--- src/rtl/cpu_pkg.sv ---
// Shared CPU definitions: PC-select encodings used by the decoder and the
// fetch stage, reset/NOP constants and the fetch state encoding.
package cpu_pkg;

    // PC-select encodings produced by the control decoder
    localparam logic [1:0] PCSRC_SEQ = 2'b00;
    localparam logic [1:0] PCSRC_J   = 2'b01;
    localparam logic [1:0] PCSRC_JR  = 2'b10;

    // Default PC after reset and the word used for an empty IF/ID slot
    localparam logic [31:0] RESET_PC_DEFAULT = 32'h0040_0000;
    localparam logic [31:0] INST_NOP_WORD    = 32'h0000_0000;

    // FETCH: normal operation; DISCARD: waiting out a stale request after a redirect
    typedef enum logic {
        FETCH   = 1'b0,
        DISCARD = 1'b1
    } fetch_state_t;

    // Force a target onto a word boundary
    function automatic logic [31:0] word_align(input logic [31:0] addr);
        return addr & 32'hFFFF_FFFC;
    endfunction

endpackage

--- src/rtl/fetch_skid_buf.sv ---
// One-entry skid buffer: catches a word fetched while IF/ID is stalled so the
// memory handshake never has to be retracted.
module fetch_skid_buf
    import cpu_pkg::*;
(
    input  logic        clk,
    input  logic        rst_n,
    input  logic        load,
    input  logic        unload,
    input  logic        clear,
    input  logic [31:0] load_inst,
    input  logic [31:0] load_pc_plus4,
    output logic        valid,
    output logic [31:0] inst,
    output logic [31:0] pc_plus4
);

    logic        valid_reg;
    logic [31:0] inst_reg;
    logic [31:0] pc_plus4_reg;

    // Clear wins, then load (a simultaneous unload+load refills the entry), then unload
    always_ff @(posedge clk or negedge rst_n) begin
        if (!rst_n) begin
            valid_reg    <= 1'b0;
            inst_reg     <= INST_NOP_WORD;
            pc_plus4_reg <= 32'h0;
        end else if (clear) begin
            valid_reg <= 1'b0;
        end else if (load) begin
            valid_reg    <= 1'b1;
            inst_reg     <= load_inst;
            pc_plus4_reg <= load_pc_plus4;
        end else if (unload) begin
            valid_reg <= 1'b0;
        end
    end

    assign valid    = valid_reg;
    assign inst     = inst_reg;
    assign pc_plus4 = pc_plus4_reg;

endmodule

--- src/rtl/inst_fetch_unit.sv ---
// Instruction-fetch stage: owns the PC, the instruction-memory handshake,
// the IF/ID register and redirect handling (branch, j/jal, jr/jalr).
module inst_fetch_unit
    import cpu_pkg::*;
#(
    parameter logic [31:0] RESET_PC = RESET_PC_DEFAULT,
    parameter logic [31:0] INST_NOP = INST_NOP_WORD
) (
    input  logic        clk,
    input  logic        rst_n,
    input  logic [1:0]  pc_src,
    input  logic [31:0] jr_target,
    input  logic        branch_taken,
    input  logic [31:0] branch_target,
    input  logic        stall,
    output logic        imem_req,
    output logic [31:0] imem_addr,
    input  logic        imem_ready,
    input  logic [31:0] imem_rdata,
    output logic        if_id_valid,
    output logic [31:0] if_id_inst,
    output logic [31:0] if_id_pc_plus4,
    output logic [5:0]  if_id_opcode,
    output logic [5:0]  if_id_funct
);

    fetch_state_t state_reg, state_next;
    logic [31:0]  pc_reg, pc_next;
    logic [31:0]  npc_hold_reg, npc_hold_next;
    logic         if_id_valid_reg, if_id_valid_next;
    logic [31:0]  if_id_inst_reg, if_id_inst_next;
    logic [31:0]  if_id_pc_plus4_reg, if_id_pc_plus4_next;

    logic         skid_valid;
    logic [31:0]  skid_inst;
    logic [31:0]  skid_pc_plus4;
    logic         skid_load, skid_unload, skid_clear;

    logic         redirect;
    logic [31:0]  npc;
    logic         if_id_open;
    logic         xfer;
    logic [31:0]  pc_plus4;

    assign pc_plus4   = pc_reg + 32'd4;
    assign if_id_open = !if_id_valid_reg || !stall;
    assign xfer       = imem_req && imem_ready;

    // Redirect selection: EX branch first (even under stall), then ID jumps
    always_comb begin
        redirect = 1'b0;
        npc      = pc_plus4;
        if (branch_taken) begin
            redirect = 1'b1;
            npc      = word_align(branch_target);
        end else if (if_id_valid_reg && !stall && pc_src == PCSRC_J) begin
            redirect = 1'b1;
            npc      = {if_id_pc_plus4_reg[31:28], if_id_inst_reg[25:0], 2'b00};
        end else if (if_id_valid_reg && !stall && pc_src == PCSRC_JR) begin
            redirect = 1'b1;
            npc      = word_align(jr_target);
        end
    end

    // Request is held off only when the skid entry is occupied and IF/ID cannot move
    always_comb begin
        imem_req = 1'b0;
        case (state_reg)
            FETCH:   imem_req = rst_n && (!skid_valid || if_id_open);
            DISCARD: imem_req = rst_n;
            default: imem_req = 1'b0;
        endcase
    end

    // Next-state, PC and IF/ID update logic
    always_comb begin
        state_next          = state_reg;
        pc_next             = pc_reg;
        npc_hold_next       = npc_hold_reg;
        if_id_valid_next    = if_id_valid_reg;
        if_id_inst_next     = if_id_inst_reg;
        if_id_pc_plus4_next = if_id_pc_plus4_reg;
        skid_load           = 1'b0;
        skid_unload         = 1'b0;
        skid_clear          = 1'b0;

        case (state_reg)
            FETCH: begin
                if (redirect) begin
                    // Flush everything younger than the redirecting instruction
                    skid_clear       = 1'b1;
                    if_id_valid_next = 1'b0;
                    if_id_inst_next  = INST_NOP;
                    if (imem_req && !imem_ready) begin
                        // Request cannot be withdrawn: wait it out at the old address
                        state_next    = DISCARD;
                        npc_hold_next = npc;
                    end else begin
                        pc_next = npc;
                    end
                end else begin
                    if (if_id_open) begin
                        if (skid_valid) begin
                            if_id_valid_next    = 1'b1;
                            if_id_inst_next     = skid_inst;
                            if_id_pc_plus4_next = skid_pc_plus4;
                            skid_unload         = 1'b1;
                        end else if (xfer) begin
                            if_id_valid_next    = 1'b1;
                            if_id_inst_next     = imem_rdata;
                            if_id_pc_plus4_next = pc_plus4;
                        end else begin
                            if_id_valid_next = 1'b0;
                            if_id_inst_next  = INST_NOP;
                        end
                    end
                    if (xfer) begin
                        pc_next = pc_plus4;
                        // IF/ID is either held or being fed from the skid entry
                        if (!if_id_open || skid_valid) begin
                            skid_load = 1'b1;
                        end
                    end
                end
            end

            DISCARD: begin
                if (redirect) begin
                    npc_hold_next    = npc;
                    skid_clear       = 1'b1;
                    if_id_valid_next = 1'b0;
                    if_id_inst_next  = INST_NOP;
                end
                if (imem_ready) begin
                    state_next = FETCH;
                    pc_next    = redirect ? npc : npc_hold_reg;
                end
            end

            default: state_next = FETCH;
        endcase
    end

    // State, PC and IF/ID registers
    always_ff @(posedge clk or negedge rst_n) begin
        if (!rst_n) begin
            state_reg          <= FETCH;
            pc_reg             <= RESET_PC;
            npc_hold_reg       <= RESET_PC;
            if_id_valid_reg    <= 1'b0;
            if_id_inst_reg     <= INST_NOP;
            if_id_pc_plus4_reg <= 32'h0;
        end else begin
            state_reg          <= state_next;
            pc_reg             <= pc_next;
            npc_hold_reg       <= npc_hold_next;
            if_id_valid_reg    <= if_id_valid_next;
            if_id_inst_reg     <= if_id_inst_next;
            if_id_pc_plus4_reg <= if_id_pc_plus4_next;
        end
    end

    fetch_skid_buf u_skid (
        .clk           (clk),
        .rst_n         (rst_n),
        .load          (skid_load),
        .unload        (skid_unload),
        .clear         (skid_clear),
        .load_inst     (imem_rdata),
        .load_pc_plus4 (pc_plus4),
        .valid         (skid_valid),
        .inst          (skid_inst),
        .pc_plus4      (skid_pc_plus4)
    );

    assign imem_addr      = pc_reg;
    assign if_id_valid    = if_id_valid_reg;
    assign if_id_inst     = if_id_inst_reg;
    assign if_id_pc_plus4 = if_id_pc_plus4_reg;
    assign if_id_opcode   = if_id_inst_reg[31:26];
    assign if_id_funct    = if_id_inst_reg[5:0];

endmodule

--- config.mk ---
export PLATFORM = sky130hd
export DESIGN_NAME = inst_fetch_unit
export DESIGN_NICKNAME = d
export VERILOG_FILES = /design/src/rtl/cpu_pkg.sv /design/src/rtl/fetch_skid_buf.sv /design/src/rtl/inst_fetch_unit.sv
export SDC_FILE = /design/constraint.sdc
export NUM_CORES = 1
export LEC_CHECK = 0
export ABC_AREA = 1
export BUFFER_PORTS_ARGS = -buffer_cell sky130_fd_sc_hd__buf_2
export CORE_ASPECT_RATIO = 0.8
export CORE_MARGIN = 1.5
export CORE_UTILIZATION = 56
export DETAILED_ROUTE_END_ITERATION = 6
export GPL_TIMING_DRIVEN = 1
export PLACE_DENSITY = 0.83
export SKIP_LAST_GASP = 1
export SLEW_MARGIN = 30
export SYNTH_ARGS = -nofsm -noshare
export SYNTH_HDL_FRONTEND = slang
export SYNTH_HIERARCHICAL = 1
export SYNTH_SLANG_ARGS = --single-unit
--- constraint.sdc ---
create_clock -name clk -period 2.7 [get_ports clk]
set_input_delay 0 -clock clk [delete_from_list [all_inputs] [get_ports clk]]
set_output_delay 0 -clock clk [all_outputs]
set_load 0.01 [all_outputs]
Yosys cells after proc, flatten, opt, wreduce, memory -nomap -nowiden
Index checks and enable logic that the tools add are counted.
- register bits: 195
- latch bits: 0
- memory bits (writable): 0
- memory bits (read-only): 0
- input bits: 103
- output and inout port bits: 110
- word-level logic and storage cells: 88
- memories kept: 0
- add/sub/neg operators: 1
- $mul: 0
- div/mod/pow operators: 0
- magnitude comparators: 0
- eq/ne operators: 9
- shift operators: 0
- multiplexer cells: 45
- bitwise gates (word level): 3
- reductions and logical operators: 21
- operators with widths (operator ; number):
    32-bit 2-to-1 mux ; 16
    32-bit case mux with 2 select lines ; 3
    32-bit by 3-bit adder with 32-bit output, second input constant ; 1
    1-bit 2-to-1 mux ; 23
    3-bit inequality test, second input constant ; 3
    1-bit logical AND ; 6
    2-bit inequality test, second input constant ; 3
    1-bit case mux with 2 select lines ; 3
    2-bit AND reduction ; 3
    1-bit logical NOT ; 5
    4-bit AND reduction ; 1
    1-bit logical OR ; 3
    1-bit inverter ; 3
    3-bit AND reduction ; 1
    3-bit nonzero test ; 1
    2-bit by 1-bit equality test with 1-bit output, second input constant ; 1
    2-bit equality test, second input constant ; 1
    2-bit by 1-bit inequality test with 1-bit output, second input constant ; 1
    2-bit nonzero test ; 1

Longest topological paths before layout
Gate-level depths: netlist of run 1.
- word-level depth: 11
- mapped depth: 15
- mapped depth without buffers: 13

Hierarchy
Netlist of run 1, hierarchy kept.
- by module, submodules not included (module ; times used ; cells an instance ; area an instance (um2) ; seq. area each (um2)):
    inst_fetch_unit ; 1 ; 1157 ; 8226.6 ; 3255.6
    fetch_skid_buf ; 1 ; 283 ; 2587.5 ; 1626.6

Least setup slack after synthesis of run 1
OpenSTA, ideal clock, no wires.
- path type: register -> register
- from: register if_id_valid_reg, in the netlist if_id_valid
- to: register u_skid.pc_plus4_reg[10], in the netlist u_skid/pc_plus4[10]
- setup time: 0.117 ns
- arrival time: 1.851 ns
- data required time: 2.583 ns
- setup slack: 0.732 ns
- stages on the path, launching flop included: 12
- buffers on the path: 4
- clock period less this slack: 1.968 ns
- path through: dfrtp_1 nand2_2 nor2_4 nor2_8 nand2_8 buf_2 buf_1 inv_2 buf_4 buf_2 nand3_1 nand2_1
- elaborated cells between the ends (all ways): 21
- those cells by class: mux (9); bitwise (1); reduce/logical (11)
- RTL lines (element ; RTL line ; text):
    start: declaration ; inst_fetch_unit.sv:30 ; logic if_id_valid_reg, if_id_valid_next;
    start signal: assignment ; inst_fetch_unit.sv:157 ; if_id_valid_reg <= if_id_valid_next;
    1-bit logical AND (*) ; inst_fetch_unit.sv:56, inst_fetch_unit.sv:59 ;
    1-bit logical AND ; inst_fetch_unit.sv:59 ; end else if (if_id_valid_reg && !stall && pc_src == PCSRC_JR) begin
    1-bit 2-to-1 mux ; inst_fetch_unit.sv:59 ;
    1-bit 2-to-1 mux (*) ; inst_fetch_unit.sv:56 ; end else if (if_id_valid_reg && !stall && pc_src == PCSRC_J) begin
    1-bit 2-to-1 mux (*) ; inst_fetch_unit.sv:53 ; if (branch_taken) begin
    net redirect ; inst_fetch_unit.sv:39 ; logic redirect;
    1-bit 2-to-1 mux, on equally long branches ; inst_fetch_unit.sv:89, inst_fetch_unit.sv:128 ;
    1-bit 2-to-1 mux or 1-bit inverter (tied branches) ; - ;
    2-bit AND reduction (no line) (*) ; - ;
    end signal: assignment ; fetch_skid_buf.sv:33 ; pc_plus4_reg <= load_pc_plus4;
    end: declaration ; fetch_skid_buf.sv:20 ; logic [31:0] pc_plus4_reg;
The timed path passes the listed nets; every way through them passes the cells marked *.
A chain may end at the register's enable or synchronous reset.

Worst setup path in the final report of run 1
- from: register if_id_valid_reg, in the netlist if_id_valid
- to: register npc_hold_reg[18]
- cells in the longest elaborated chain, start to end: 8
- elaborated cells between the ends (all ways): 22
- those cells by class: eq/ne (2); mux (11); reduce/logical (9)
- ends and longest elaborated chain (element ; RTL line ; text):
    1-bit logical AND or 1-bit logical NOT (tied branches) ; inst_fetch_unit.sv:56, inst_fetch_unit.sv:59, inst_fetch_unit.sv:46 ;
    1-bit logical AND or 1-bit logical OR (tied branches) ; inst_fetch_unit.sv:59, inst_fetch_unit.sv:46 ;
    32-bit 2-to-1 mux or 1-bit logical OR (tied branches) ; inst_fetch_unit.sv:59, inst_fetch_unit.sv:69 ;
    32-bit 2-to-1 mux or 1-bit logical AND (tied branches) ; inst_fetch_unit.sv:56, inst_fetch_unit.sv:69 ;
    32-bit 2-to-1 mux or 1-bit case mux with 2 select lines (tied branches) ; inst_fetch_unit.sv:53, inst_fetch_unit.sv:68 ;
    32-bit 2-to-1 mux or 1-bit logical AND (tied branches) ; inst_fetch_unit.sv:94 ; if (imem_req && !imem_ready) begin
    32-bit 2-to-1 mux or 2-bit inequality test (tied branches) ; - ;
    32-bit case mux with 2 select lines or 2-bit AND reduction (tied branches) ; - ;
    end signal: assignment ; inst_fetch_unit.sv:156 ; npc_hold_reg <= npc_hold_next;
    end: declaration ; inst_fetch_unit.sv:29 ; logic [31:0] npc_hold_reg, npc_hold_next;
Parallel ways exist; a longest one is shown, timed or not. The select of a mux whose other input is x is not followed.

==> run metrics, run 1 <==
drt pass-1 iters=6; Switch Pwr=3.38 mW; Syn Inst Count=1440; largest net degree at the start of global routing=192; Synth Area in Adders=0.00116; Max VDD drop=0.000439 V; Seq. cell area=4880 sq um; Hold Path Class=primary input to flip-flop; Layout area overhead=21.6%; PostCTS Resize Cnt=0; Iteration-0 DRC Markers=1290; dpl hpwl=23.1 mm; met3 Usage GRT=0.0678; effective utilization at floorplan=0.570; ys async rst share=1.00; layout cells sized above 1=0.207; Clk network pwr share=0.272; total CTS buffers=17; CTS tree=yes; final hold violations=0; CP Capture Type=flip-flop; die width=158 um; Yosys reg bits=195; CTS root buffer=clkbuf_16; max cap viols=0; Design Area, Final=13100 sq um; Mean Syn Cell Area=7.51 sq um; worst-case clock buffer depth=2; largest family of logic cells by synthesized area=simple AND/OR/NAND/NOR gates; vias=11164; met1 GRT Util=0.508; Post-DRT Antenna Nets=0; sequential fraction of the synthesis area=0.451; gpl congestion=0.979; Layout Nets=1763; part of the power in registers=0.432; Die H=127 um; area occupied by multi-input gates=5060 sq um; Synth area leaders=dfrtp_1 45%, nand2_1 16%, nand3_1 7.6%; Final Power=9.18 mW; dpl cells=1838; Clock Latency Late Sink=0.44 ns; Int Power=5.79 mW; gr ovfl total=0; Synth cell types=46; die area=20200 sq um; clock-pin slew on the worst setup and hold paths=0.08 ns; xor/xnor share of the synthesized area=0.0127; Comb pwr share=0.295; data arrival time of the worst path=2.88 ns; fin cells=1931; CP startpoint kind=flip-flop; Clock Skew=0.0139 ns; dominant synthesized flop cell=dfrtp_1; Req. time, crit path=3.07 ns; grt met2 use=0.531; Setup CP Type=flip-flop to flip-flop; GRT Resource Usage Total=0.356; io pins=213; antenna violations before repair=1; Post-synth EDFFs=0; status=complete, no violations; Synth Net Count=1544; cell with the most instances after synthesis=nand2_1; H-Tree Level Count=4; Cell Rows=45; via/cell ratio=5.78; Final period util=0.931; max-slew violations=0; input/output buffers=208; # setup viols final=0; fmax=398 MHz; number of global-route vias before repair=10236; measured slew at the worst slew-check pin=0.740 ns; Synth area leader=dfrtp_1; CP Max Fanout=29; Routed WL=34.9 mm; leakage=6.73 nW; Yosys top cell area share=0.447; Switching Share=0.369; compound-gate portion of the synthesized area=0.107; Post-Syn Area=10800 sq um; drc violations=0; min cycle time layout=2.51 ns; PwrDens=698 nW/um^2; core area=19000 sq um; Post-Synth Simple-Gate Area=0.346; CTS Sinks=195; cell area after placement=12000 sq um; top cells by instance count after synthesis=452 x nand2_1, 193 x dfrtp_1, 165 x nand3_1, 118 x nor2_1, 79 x inv_1; first-pass GRT wire length=54.9 mm; Slew HR=0.507; busiest grt layer=met2; number of fill cells=1561; WL/cell=18.1 um; Synth warnings=6; multiplexer share of the synthesized area=0; Final Core Density=0.693
path summary, 6_finish.rpt:
check	startpoint	endpoint	slack, ns	cells past startpoint
max in group asynchronous	rst_n	imem_addr[22]	1.62	4
setup reg to reg	if_id_valid	npc_hold_reg[18]	0.19	11
setup / recovery	if_id_valid	npc_hold_reg[18]	0.19	11
hold reg to reg	u_skid/pc_plus4[29]	u_skid/pc_plus4[29]	0.47	2
min in group asynchronous	rst_n	u_skid/inst[22]	0.19	3
hold / removal	jr_target[11]	npc_hold_reg[11]	0.03	7
stage by stage:
| stage | setup TNS, ns | setup slack, ns | hold slack, ns |
|---|---|---|---|
| global route | -0.00760 | -0.00760 | 0.0370 |
| finish | 0 | 0.186 | 0.0291 |
| detailed placement | 0 | 0.301 | -0.174 |
| floorplan | 0 | 0.732 | -0.296 |
| CTS | 0 | 0.258 | 0.0173 |
| global placement | 0 | 0.340 | -0.174 |
placed cells by master (no fill, tap or decap), types with 35 or more instances in the layout:
cell type / instances
a21oi_1: 43
o21ai_0: 75
nand3_1: 165
nand4_1: 35
dlygate4sd3_1: 59
nor2_1: 118
inv_1: 78
nand2_1: 452
dfrtp_1: 193
buf_2: 207
layout make-up:
cell class,count,share of cell area
diodes,1,0.000190
clock buffers,22,0.0368
clock inverters,10,0.00685
inverters,89,0.0258
multi-input cells,1055,0.385
flip-flops and latches,195,0.371
well taps,258,0.0246
repair buffers,301,0.150
per-layer routing:
metal / vias up / wire, um
li1: 5124 / -
met5: - / 0
met1: 5236 / 14100
met3: 93 / 4030
met4: 0 / 1330
met2: 711 / 15400
power groups by stage:
stage	Sequential (mW)	Combinational, mW	Clock, mW
after floorplan	4.01	1.40	0
after global placement	3.97	2.48	0
after detailed placement	3.99	2.55	0
after CTS	3.95	2.64	2.51
after global routing	4.03	2.99	2.63
final	3.97	2.71	2.50
timing repair:
| action | CTS | global route |
|---|---|---|
| setup buffers | 0 | 0 |
| setup endpoints to repair | 0 | 0 |
| hold buffers | 59 | 0 |
| endpoints found under the hold margin | 299 | 0 |
worst max-delay path: stages, from the launching register on:
cell and delay [ns]:
dfrtp_1 0.41, nand2_2 0.11, inv_1 0.11, nand2_4 0.14, nand2_8 0.21, buf_4 0.29, nor2_2 0.07, inv_2 0.30
nand2_4 0.08, inv_2 0.44, nand3_1 0.17, o21ai_2 0.08
kinds of logic after synthesis:
kind of cell,after synthesis
buffers and inverters,190
and+or+nand+nor,839
AOI/OAI and AO/OA,201
xor gates and xnor gates,14
adders and majority gates,1
DFF,195
No activity file was read; power rests on OpenSTA's default activity.
==> run 2: changes to the inputs <==
- CORE_UTILIZATION: 56 -> 30
- PLACE_DENSITY: 0.83 -> 0.51
==> run 2 against run 1 <==
Critical path depth is 1 higher. Design area is 2.3% higher. First-iteration DRC count is 36% lower. Combinational power is 1% higher. Critical endpoint is now imem_addr[13]. Largest power group unchanged.
==> run metrics, run 2 (same netlist as run 1, synthesis figures left out) <==
commonest non-fill, non-tap cell in the layout=nand2_1; Setup TNS=0 ns (unchanged); layout cells sized above 1=0.209 (+0.00212); vias=10721 (-4.0%); Clock Skew=0.0143 ns (+0.000432 ns); Req. time, crit path=3.07 ns (about the same); core area=35100 sq um (+85%); crit path cell chain=nand2_2, inv_1, nand2_4, nand2_8, nor2_8, inv_6, nand3_4, nand2_4, inv_2, buf_4, nor2_1, a21oi_1; data arrival time of the worst path=2.74 ns (-0.14 ns); Clock Latency Late Sink=0.45 ns (about the same); CP Capture Type=flip-flop; antenna violations before repair=1 (unchanged); worst r2r src=if_id_valid; gpl congestion=0.908 (-7.3%); dpl cells=2060 (+12%); CTS root buffer=clkbuf_16; final hold violations=0 (unchanged); register-to-register setup slack=0.32 ns (+0.14 ns); Routed WL=40.4 mm (+16%); effective utilization at floorplan=0.308 (-0.262); max-slew violations=0 (unchanged); max cap viols=0 (unchanged); Buf/Inv on CP=4 (unchanged); CTS Sinks=195 (unchanged); Cell Rows=61 (+36%); Layout Nets=1770 (+0.40%); total CTS buffers=17 (unchanged); met1 GRT Util=0.319 (-0.189); dpl hpwl=28.7 mm (+24%); CTS tree=yes; hold path start=branch_target[20]; io pins=213 (unchanged); area occupied by multi-input gates=5060 sq um (unchanged); Die H=173 um (+36%); max incr delay on CP=0.47 ns (+0.03 ns); Final Core Density=0.383 (-0.310); hold depth=4 (-3); Layout area overhead=24.3%; RR Endpoint=imem_addr[13]; Post-DRT Antenna Nets=0 (unchanged); Hold Path Class=primary input to flip-flop; Setup Buffers After CTS=0 (unchanged); Final period util=0.881 (-0.0506); Setup CP Type=flip-flop to flip-flop; die area=37200 sq um (+85%); measured slew at the worst slew-check pin=0.812 ns (+0.0722 ns); WL/cell=18.8 um (+4.0%); cell family with most CP delay=buffers and inverters; RSZ-0062 raised after global routing=false; Max VDD drop=0.000336 V (-23%); CP Max Fanout=30 (+3.4%); Slew HR=0.459 (-0.0481); GRT Resource Usage Total=0.218 (-0.138); most frequent cells in the layout=452 x nand2_1, 207 x buf_2, 193 x dfrtp_1; die width=215 um (+36%); number of global-route vias before repair=10106 (-1.3%); leakage=6.75 nW (+0.38%); H-Tree Level Count=4 (unchanged); fin cells=2152 (+11%); busiest grt layer=met1; met3 Usage GRT=0.0489 (-0.0189); via/cell ratio=4.98 (-14%); largest net degree at the start of global routing=65 (-66%); worst-case clock buffer depth=2 (unchanged); CP max-delay cell=inv_2; input/output buffers=208 (unchanged); Seq. cell area=4880 sq um (unchanged); cell repeated most along the worst path=nand2_4; number of fill cells=3755 (+140%); drc violations=0 (unchanged); hold path endpoint=imem_addr[20]; grt met2 use=0.316 (-0.215); R2R depth=12 (+1); min cycle time layout=2.38 ns (-0.137 ns); Iteration-0 DRC Markers=830 (-36%); first-pass GRT wire length=61.8 mm (+13%); fmax=421 MHz (+5.7%); # setup viols final=0 (unchanged); CP startpoint kind=flip-flop; PwrDens=695 nW/um^2 (-0.46%); drt pass-1 iters=7 (+1); clock-pin slew on the worst setup and hold paths=0.08 ns (about the same); gr ovfl total=0 (unchanged); status=complete, no violations
run 2: changes by cell type in the layout (fill, tap and decap cells not counted), moves of 2 or more:
cell and delta:
clkinv_4 +2, bufinv_16 +2, inv_8 +2, clkbuf_8 -4, buf_4 +9, inv_6 -2
clkbuf_1 +2
run 2: where the power goes:
part / leakage (nW) / internal [mW] / switching, mW / total [mW]
clock: 0.281 / 1.39 / 1.24 / 2.63
sequential: 2.47 / 3.47 / 0.483 / 3.95
combinational: 4.00 / 1.02 / 1.73 / 2.75
total: 6.75 / 5.88 / 3.46 / 9.34
run 2: layout make-up:
cell class              count  share of cell area
multi-input cells        1055               0.376
clock buffers              20              0.0325
well taps                 472              0.0439
flip-flops and latches    195               0.363
clock inverters            12              0.0111
repair buffers            308               0.148
inverters                  89              0.0252
diodes                      1            0.000186
run 2: per-layer routing:
metal  wire length, um  part of all wire
met4               977             0.024
met5                 0                 0
met1             19100              0.47
met2             17400              0.43
met3              2930             0.073
run 2: worst min-delay path, cell delays in order:
cell	delay [ns]
buf_2	0.07
or2_2	0.10
nand3_1	0.11
a22oi_1	0.14
run 2: per-stage QoR:
stage	worst slack, ns	area, sq um	total power [mW]	hold WS (ns)
after floorplan	0.732	10800	5.41	-0.296
after global placement	0.386	12200	6.63	0.174
after detailed placement	0.319	12300	6.68	0.174
after CTS	0.311	13400	9.41	0.00555
after global routing	0.158	13400	9.91	0.0374
final	0.323	13400	9.34	0.0197
run 2: how the worst max path moves through the flow:
| stage | startpoint | to | cells after the start |
|---|---|---|---|
| floorplan | if_id_valid | u_skid/pc_plus4[10] | 11 |
| global placement | if_id_valid | imem_addr[8] | 12 |
| detailed placement | if_id_valid | imem_addr[13] | 12 |
| CTS | if_id_valid | imem_addr[13] | 12 |
| global route | if_id_valid | imem_addr[8] | 12 |
| finish | if_id_valid | imem_addr[13] | 12 |
run 2: what timing repair did:
action / CTS / global route
endpoints found under the hold margin: 189 / 0
gates resized for setup: 0 / 0
hold buffers: 59 / 0
